File: src/rtl/rom_read_arbiter_if.sv
// Bundle of signals between the requesters, the round-robin arbiter and the
// dual-port ROM. The slave modport is the arbiter's view. The master modport
// is the view of the requester/ROM side that surrounds it.
interface rom_read_arbiter_if #(
  parameter int NUM_REQ    = 4,
  parameter int ADDR_WIDTH = 10,
  parameter int DATA_WIDTH = 12
);
  logic [NUM_REQ-1:0]            req_valid;
  logic [NUM_REQ*ADDR_WIDTH-1:0] req_addr;
  logic [NUM_REQ-1:0]            req_ready;
  logic [ADDR_WIDTH-1:0]         rom_addr_a;
  logic [ADDR_WIDTH-1:0]         rom_addr_b;
  logic [DATA_WIDTH-1:0]         rom_q_a;
  logic [DATA_WIDTH-1:0]         rom_q_b;
  logic [NUM_REQ-1:0]            rsp_valid;
  logic [NUM_REQ*DATA_WIDTH-1:0] rsp_data;

  modport slave (
    input  req_valid, req_addr, rom_q_a, rom_q_b,
    output req_ready, rom_addr_a, rom_addr_b, rsp_valid, rsp_data
  );

  modport master (
    output req_valid, req_addr, rom_q_a, rom_q_b,
    input  req_ready, rom_addr_a, rom_addr_b, rsp_valid, rsp_data
  );
endinterface

File: src/rtl/rom_read_arbiter.sv
// Round-robin arbiter that shares the two ROM read ports among NUM_REQ
// requesters. Each cycle it grants up to two requests, one per port.
// Read data is returned to the owner two cycles after acceptance.
module rom_read_arbiter #(
  parameter int NUM_REQ    = 4,
  parameter int ADDR_WIDTH = 10,
  parameter int DATA_WIDTH = 12
) (
  input logic               clk,
  input logic               rst_n,
  rom_read_arbiter_if.slave bus
);
  localparam int PW = $clog2(NUM_REQ);

  logic [PW-1:0]         ptr_reg;
  logic [PW-1:0]         ptr_next;
  logic                  grant_a;
  logic                  grant_b;
  logic [PW-1:0]         win_a;
  logic [PW-1:0]         win_b;
  logic                  valid_a_reg;
  logic                  valid_b_reg;
  logic [PW-1:0]         id_a_reg;
  logic [PW-1:0]         id_b_reg;
  logic [ADDR_WIDTH-1:0] addr_arr [NUM_REQ];

  // Unpack the address bus so the port muxes can index by winner id.
  for (genvar gi = 0; gi < NUM_REQ; gi++) begin : g_addr
    assign addr_arr[gi] = bus.req_addr[gi*ADDR_WIDTH +: ADDR_WIDTH];
  end

  // Port A takes the first valid requester at or after ptr. Port B takes the
  // next valid requester after A's winner, so a requester never holds both.
  always_comb begin
    grant_a = 1'b0;
    grant_b = 1'b0;
    win_a   = '0;
    win_b   = '0;
    for (int k = 0; k < NUM_REQ; k++) begin
      if (!grant_a && bus.req_valid[PW'((int'(ptr_reg) + k) % NUM_REQ)]) begin
        grant_a = 1'b1;
        win_a   = PW'((int'(ptr_reg) + k) % NUM_REQ);
      end
    end
    for (int k = 1; k < NUM_REQ; k++) begin
      if (grant_a && !grant_b && bus.req_valid[PW'((int'(win_a) + k) % NUM_REQ)]) begin
        grant_b = 1'b1;
        win_b   = PW'((int'(win_a) + k) % NUM_REQ);
      end
    end
  end

  // The pointer moves past the last winner so that served requesters go to the back of the queue.
  always_comb begin
    ptr_next = ptr_reg;
    if (grant_b) begin
      ptr_next = PW'((int'(win_b) + 1) % NUM_REQ);
    end else if (grant_a) begin
      ptr_next = PW'((int'(win_a) + 1) % NUM_REQ);
    end
  end

  // Grants and ROM addresses are suppressed while reset is asserted. An idle port drives address 0.
  assign bus.rom_addr_a = (rst_n && grant_a) ? addr_arr[win_a] : '0;
  assign bus.rom_addr_b = (rst_n && grant_b) ? addr_arr[win_b] : '0;

  for (genvar gi = 0; gi < NUM_REQ; gi++) begin : g_ready
    assign bus.req_ready[gi] = rst_n && ((grant_a && (win_a == PW'(gi))) ||
                                         (grant_b && (win_b == PW'(gi))));
  end

  // Advance the pointer and tag which requester owns each in-flight ROM read.
  always_ff @(posedge clk or negedge rst_n) begin
    if (!rst_n) begin
      ptr_reg     <= '0;
      valid_a_reg <= 1'b0;
      valid_b_reg <= 1'b0;
      id_a_reg    <= '0;
      id_b_reg    <= '0;
    end else begin
      ptr_reg     <= ptr_next;
      valid_a_reg <= grant_a;
      valid_b_reg <= grant_b;
      id_a_reg    <= win_a;
      id_b_reg    <= win_b;
    end
  end

  // Per-requester response stage. It strobes when a tagged read returns and
  // otherwise holds the last data.
  for (genvar gi = 0; gi < NUM_REQ; gi++) begin : g_rsp
    logic                  rsp_valid_reg;
    logic [DATA_WIDTH-1:0] rsp_data_reg;

    // Capture ROM data from whichever port carried this requester's read.
    always_ff @(posedge clk or negedge rst_n) begin
      if (!rst_n) begin
        rsp_valid_reg <= 1'b0;
        rsp_data_reg  <= '0;
      end else if (valid_a_reg && (id_a_reg == PW'(gi))) begin
        rsp_valid_reg <= 1'b1;
        rsp_data_reg  <= bus.rom_q_a;
      end else if (valid_b_reg && (id_b_reg == PW'(gi))) begin
        rsp_valid_reg <= 1'b1;
        rsp_data_reg  <= bus.rom_q_b;
      end else begin
        rsp_valid_reg <= 1'b0;
      end
    end

    assign bus.rsp_valid[gi]                          = rsp_valid_reg;
    assign bus.rsp_data[gi*DATA_WIDTH +: DATA_WIDTH] = rsp_data_reg;
  end
endmodule

File: src/flat_wrapper.sv
// flat-port wrapper written by rule: the top's interface ports become plain ports
module rom_read_arbiter_flat 
#(
  parameter int NUM_REQ    = 4,
  parameter int ADDR_WIDTH = 10,
  parameter int DATA_WIDTH = 12
)
  (clk, rst_n, bus_req_valid, bus_req_addr, bus_rom_q_a, bus_rom_q_b, bus_req_ready, bus_rom_addr_a, bus_rom_addr_b, bus_rsp_valid, bus_rsp_data);
  rom_read_arbiter_if #(.NUM_REQ(NUM_REQ), .ADDR_WIDTH(ADDR_WIDTH), .DATA_WIDTH(DATA_WIDTH)) bus_i ();
  input logic clk;
  input logic rst_n;
  input wire logic [$bits(bus_i.req_valid)-1:0] bus_req_valid;
  input wire logic [$bits(bus_i.req_addr)-1:0] bus_req_addr;
  input wire logic [$bits(bus_i.rom_q_a)-1:0] bus_rom_q_a;
  input wire logic [$bits(bus_i.rom_q_b)-1:0] bus_rom_q_b;
  output wire logic [$bits(bus_i.req_ready)-1:0] bus_req_ready;
  output wire logic [$bits(bus_i.rom_addr_a)-1:0] bus_rom_addr_a;
  output wire logic [$bits(bus_i.rom_addr_b)-1:0] bus_rom_addr_b;
  output wire logic [$bits(bus_i.rsp_valid)-1:0] bus_rsp_valid;
  output wire logic [$bits(bus_i.rsp_data)-1:0] bus_rsp_data;
  assign bus_i.req_valid = bus_req_valid;
  assign bus_i.req_addr = bus_req_addr;
  assign bus_i.rom_q_a = bus_rom_q_a;
  assign bus_i.rom_q_b = bus_rom_q_b;
  assign bus_req_ready = bus_i.req_ready;
  assign bus_rom_addr_a = bus_i.rom_addr_a;
  assign bus_rom_addr_b = bus_i.rom_addr_b;
  assign bus_rsp_valid = bus_i.rsp_valid;
  assign bus_rsp_data = bus_i.rsp_data;
  rom_read_arbiter #(.NUM_REQ(NUM_REQ), .ADDR_WIDTH(ADDR_WIDTH), .DATA_WIDTH(DATA_WIDTH)) u_core (.clk(clk), .rst_n(rst_n), .bus(bus_i));
endmodule
File: config.mk
export PLATFORM = sky130hd
export DESIGN_NAME = rom_read_arbiter_flat
export DESIGN_NICKNAME = d
export VERILOG_FILES = /design/src/rtl/rom_read_arbiter_if.sv /design/src/rtl/rom_read_arbiter.sv /design/src/flat_wrapper.sv
export SDC_FILE = /design/constraint.sdc
export NUM_CORES = 1
export LEC_CHECK = 0
export BUFFER_PORTS_ARGS = -buffer_cell sky130_fd_sc_hd__buf_2
export CAP_MARGIN = 10
export CORE_AREA = 3 3 94 96
export DETAILED_ROUTE_END_ITERATION = 12
export DIE_AREA = 0 0 97 99
export PLACE_DENSITY = 0.8
export SYNTH_ARGS = -nofsm -noshare
export SYNTH_HDL_FRONTEND = slang
export SYNTH_SLANG_ARGS = --single-unit
File: constraint.sdc
create_clock -name clk -period 5.81 [get_ports clk]
set_clock_uncertainty 0.1 [all_clocks]
set_input_delay 1.162 -clock clk [delete_from_list [all_inputs] [get_ports clk]]
set_output_delay 1.162 -clock clk [all_outputs]
set_load 0.01 [all_outputs]
==> results.toml <==
[clock_network]
numCtsBuffers = 9
clockBufferDepth = 2
cts.sinks = 60
post_cts_buffers = 0
hold_buffers = 0
post_cts_resized = 0
htreeDepth = 3
clkTransAtPathRegs_ns = 0.06
cts_tree = "yes"
clkLatencyLatePin_ns = 0.33
cts_root_buf = "clkbuf_8"

[cells_and_area]
multiInputGateArea_um2 = 2310
fill_cells = 717
nets = 650
final_cell_area_um2 = 4997
largest_reg_flops = 48
area_delta_synth_final_pct = 23.54
seqCellArea_um2 = 1501
final_util = 0.6144
drive_above_1_share = 0.3287

[drt]
vias = 3943
vias_per_cell = 5.739
drtIter0Drc = 221
drc = 0
ant_nets = 0
wl_per_cell_um = 16.96
drtPass1Iterations = 5
drt_wl_total_um = 11650

[logic_synthesis]
ys_ff_latch = 60
synth_area_um2 = 4045
synthFlopType = "dfrtp_1"
avgSynthCellArea_um2 = 8.969
yosysUniqueCellTypes = 55
synth_edf_count = 0
synthesis.instances = 451
synthArstFlopShare = 1.000
synth-seq-area-share = 0.3712
syn_nets = 525
synth_warnings = 0

[setup_path]
crit_path_frequent_cell = "buf_2"
reg2reg_slack_ns = 2.11
crit_path_start = "bus_req_valid[0]"
worstReg2RegEnd = "u_core.ptr_reg[1]"
cpPeakStageDelay_ns = 0.61
crit_slowest_cell = "nor4_4"
worst-path-buf-inv = 2
crit_path_end = "bus_rom_addr_b[5]"
cp_max_fo = 18
r2r-start = "u_core.ptr_reg[1]"
rr_worst_depth = 11
path_depth = 12
critical_path_class = "input port to primary output"
crit_path_end_kind = "primary output"
crit_required_ns = 4.55
cp_cell_sequence = "buf_2 > nor3b_1 > or3_1 > ha_1 > a21o_1 > a21oi_1 > nand2_1 > nor4b_2 > nor4_4 > o22ai_1 > a211oi_2 > buf_2"
start_kind = "input port"
cp_top_family = "simple AND/OR/NAND/NOR gates"
cp.arrival_ns = 4.18

[global_route]
grt_antenna_before_repair = 0
grt_max_degree = 61
grt-ovfl-total = 0
grt_pass1_vias = 3848
grt.total_usage = 0.2415
grt_pass1_wl_um = 19040

[min_path]
hold_start = "u_core.id_a_reg[1]"
hp-class = "register to register"

[status]
status = "finished, final reports clean"

[floorplanning]
io_pins = 146
die_w_um = 97
rows = 33
die_y_um = 99
die_area_um2 = 9603
initial_core_util = 0.4973
core_um2 = 8134

[timing]
finalSetupViolations = 0
period_share = 0.9374
rsz0062_at_grt = "false"
fmaxAchievable_mhz = 183.6
relSlewSlack = 0.3711
hold_violations = 0
drv_slew = 0
fin_tns_setup_ns = 0
fin_crit_ns = 5.447
hold_slack_ns = 0.4531
tightest_slew_ns = 0.9406

[pwr]
powerDensity_nw_per_um2 = 552.5
report.power.total_mw = 2.761
p_leak_nw = 2.542
ir_worst_vdd_uv = 321.2

[placement]
dp_hpwl_um = 8539
portBuffers = 145
placed_area_um2 = 4793
gp_congestion = 0.9104

[run]
maxCapViolCount = 0
==> area by class of cell <==
type / instances / area share
Antenna cell: 1 / 0.0005008
Sequential cell: 60 / 0.3005
Clock buffer: 10 / 0.02754
Timing Repair Buffer: 156 / 0.1617
Inverter: 10 / 0.008513
Multi-Input combinational cell: 339 / 0.4622
Tap cell: 105 / 0.02629
Clock inverter: 6 / 0.01277
==> synthesized netlist by cell type, types with 2 or more instances <==
cell	n	area, um^2
o21ai_0	56	280.3
o21a_1	2	15.01
nor3_1	3	15.01
buf_2	17	85.08
dfrtp_1	60	1501
or3_1	3	18.77
and2_1	10	62.56
inv_1	9	33.78
and3_1	3	18.77
a21boi_0	2	15.01
a21oi_1	9	45.04
a211oi_2	8	100.1
o21bai_1	3	22.52
a211oi_1	21	157.7
nand2_1	68	255.2
nand4_1	2	12.51
nor3b_1	6	45.04
clkbuf_1	16	60.06
o22ai_1	10	62.56
a31oi_1	3	18.77
buf_4	6	45.04
and3b_1	2	17.52
nor2b_1	3	18.77
mux2i_1	69	690.7
o211ai_1	2	15.01
nand3_1	7	35.03
ha_1	4	50.05
nand2b_1	5	31.28
nor2_1	12	45.04
nand3b_1	2	15.01
buf_1	3	11.26
nor4_1	2	12.51
==> how the worst min path moves through the flow <==
stage,to,cells after the start
floorplan,u_core.g_rsp[1].rsp_valid_reg,1
global placement,u_core.g_rsp[1].rsp_valid_reg,1
detailed placement,u_core.g_rsp[1].rsp_valid_reg,1
CTS,u_core.g_rsp[1].rsp_valid_reg,1
global route,u_core.g_rsp[1].rsp_valid_reg,1
finish,u_core.g_rsp[1].rsp_valid_reg,1
==> cell usage in the layout, fill, tap and decap left out, drive strengths merged, types with 2 or more instances in the layout <==
cell type / instances
nor3b: 7
nand4: 2
o22ai: 10
nor4b: 2
a21oi: 9
nand3: 7
and2: 10
o21bai: 3
o21a: 2
clkinv: 4
nand2b: 5
nor4: 3
nor2b: 3
ha: 4
nand3b: 2
clkbuf: 10
nand2: 68
a31oi: 4
a211oi: 29
and3: 3
inv: 9
nor3: 3
o211ai: 2
buf: 156
or3: 3
and3b: 2
nor2: 12
mux2i: 69
o21ai: 56
a21boi: 2
dfrtp: 60
clkinvlp: 2
==> kinds of logic (layout without fill, tap and decap cells) <==
group / Yosys count / count (layout) / synth area share
AND/OR/NAND/NOR: 134 / 134 / 0.1670
AO/OA/AOI/OAI: 131 / 131 / 0.2156
multiplexers: 70 / 70 / 0.1735
flip-flops: 60 / 60 / 0.3712
buffers and inverters: 52 / 182 / 0.06031
adder cells (fa/ha/maj): 4 / 4 / 0.01237
other: 0 / 1 / 0
==> metrics by stage <==
step | setup slack, ns | cells
2_1_floorplan | 0.5492 | 451
3_3_place_gp | 0.4749 | 670
3_5_place_dp | 0.4018 | 670
4_1_cts | 0.3870 | 686
5_1_grt | 0.07940 | 686
6_report | 0.3635 | 687
==> power breakdown <==
group	switching, mW	internal [mW]
clock network	0.169	0.209
logic	0.931	0.671
registers	0.153	0.628
total	1.25	1.51
==> worst reg2reg max path, cell delays in order, from the launching register on <==
cell and delay [ns]:
dfrtp_1 0.65, nor2b_1 0.29, o21a_1 0.22, or3_1 0.50
ha_1 0.50, a21o_1 0.12, a21oi_1 0.05, nand2_1 0.13
nor4b_2 0.08, nor4_4 0.61, o21a_1 0.23, a31oi_1 0.09
==> layer usage <==
layer  routed length (um)  GRT usage  up-vias  part of all wire
met5                    0          0        -                 0
met4                  223    0.08747        0             0.019
met3                  927    0.05874       19             0.080
met2                 5552     0.3992      189              0.48
met1                 4949     0.3093     1856              0.42
li1                     -          -     1879                 -
(Power assumes the default switching activity.)
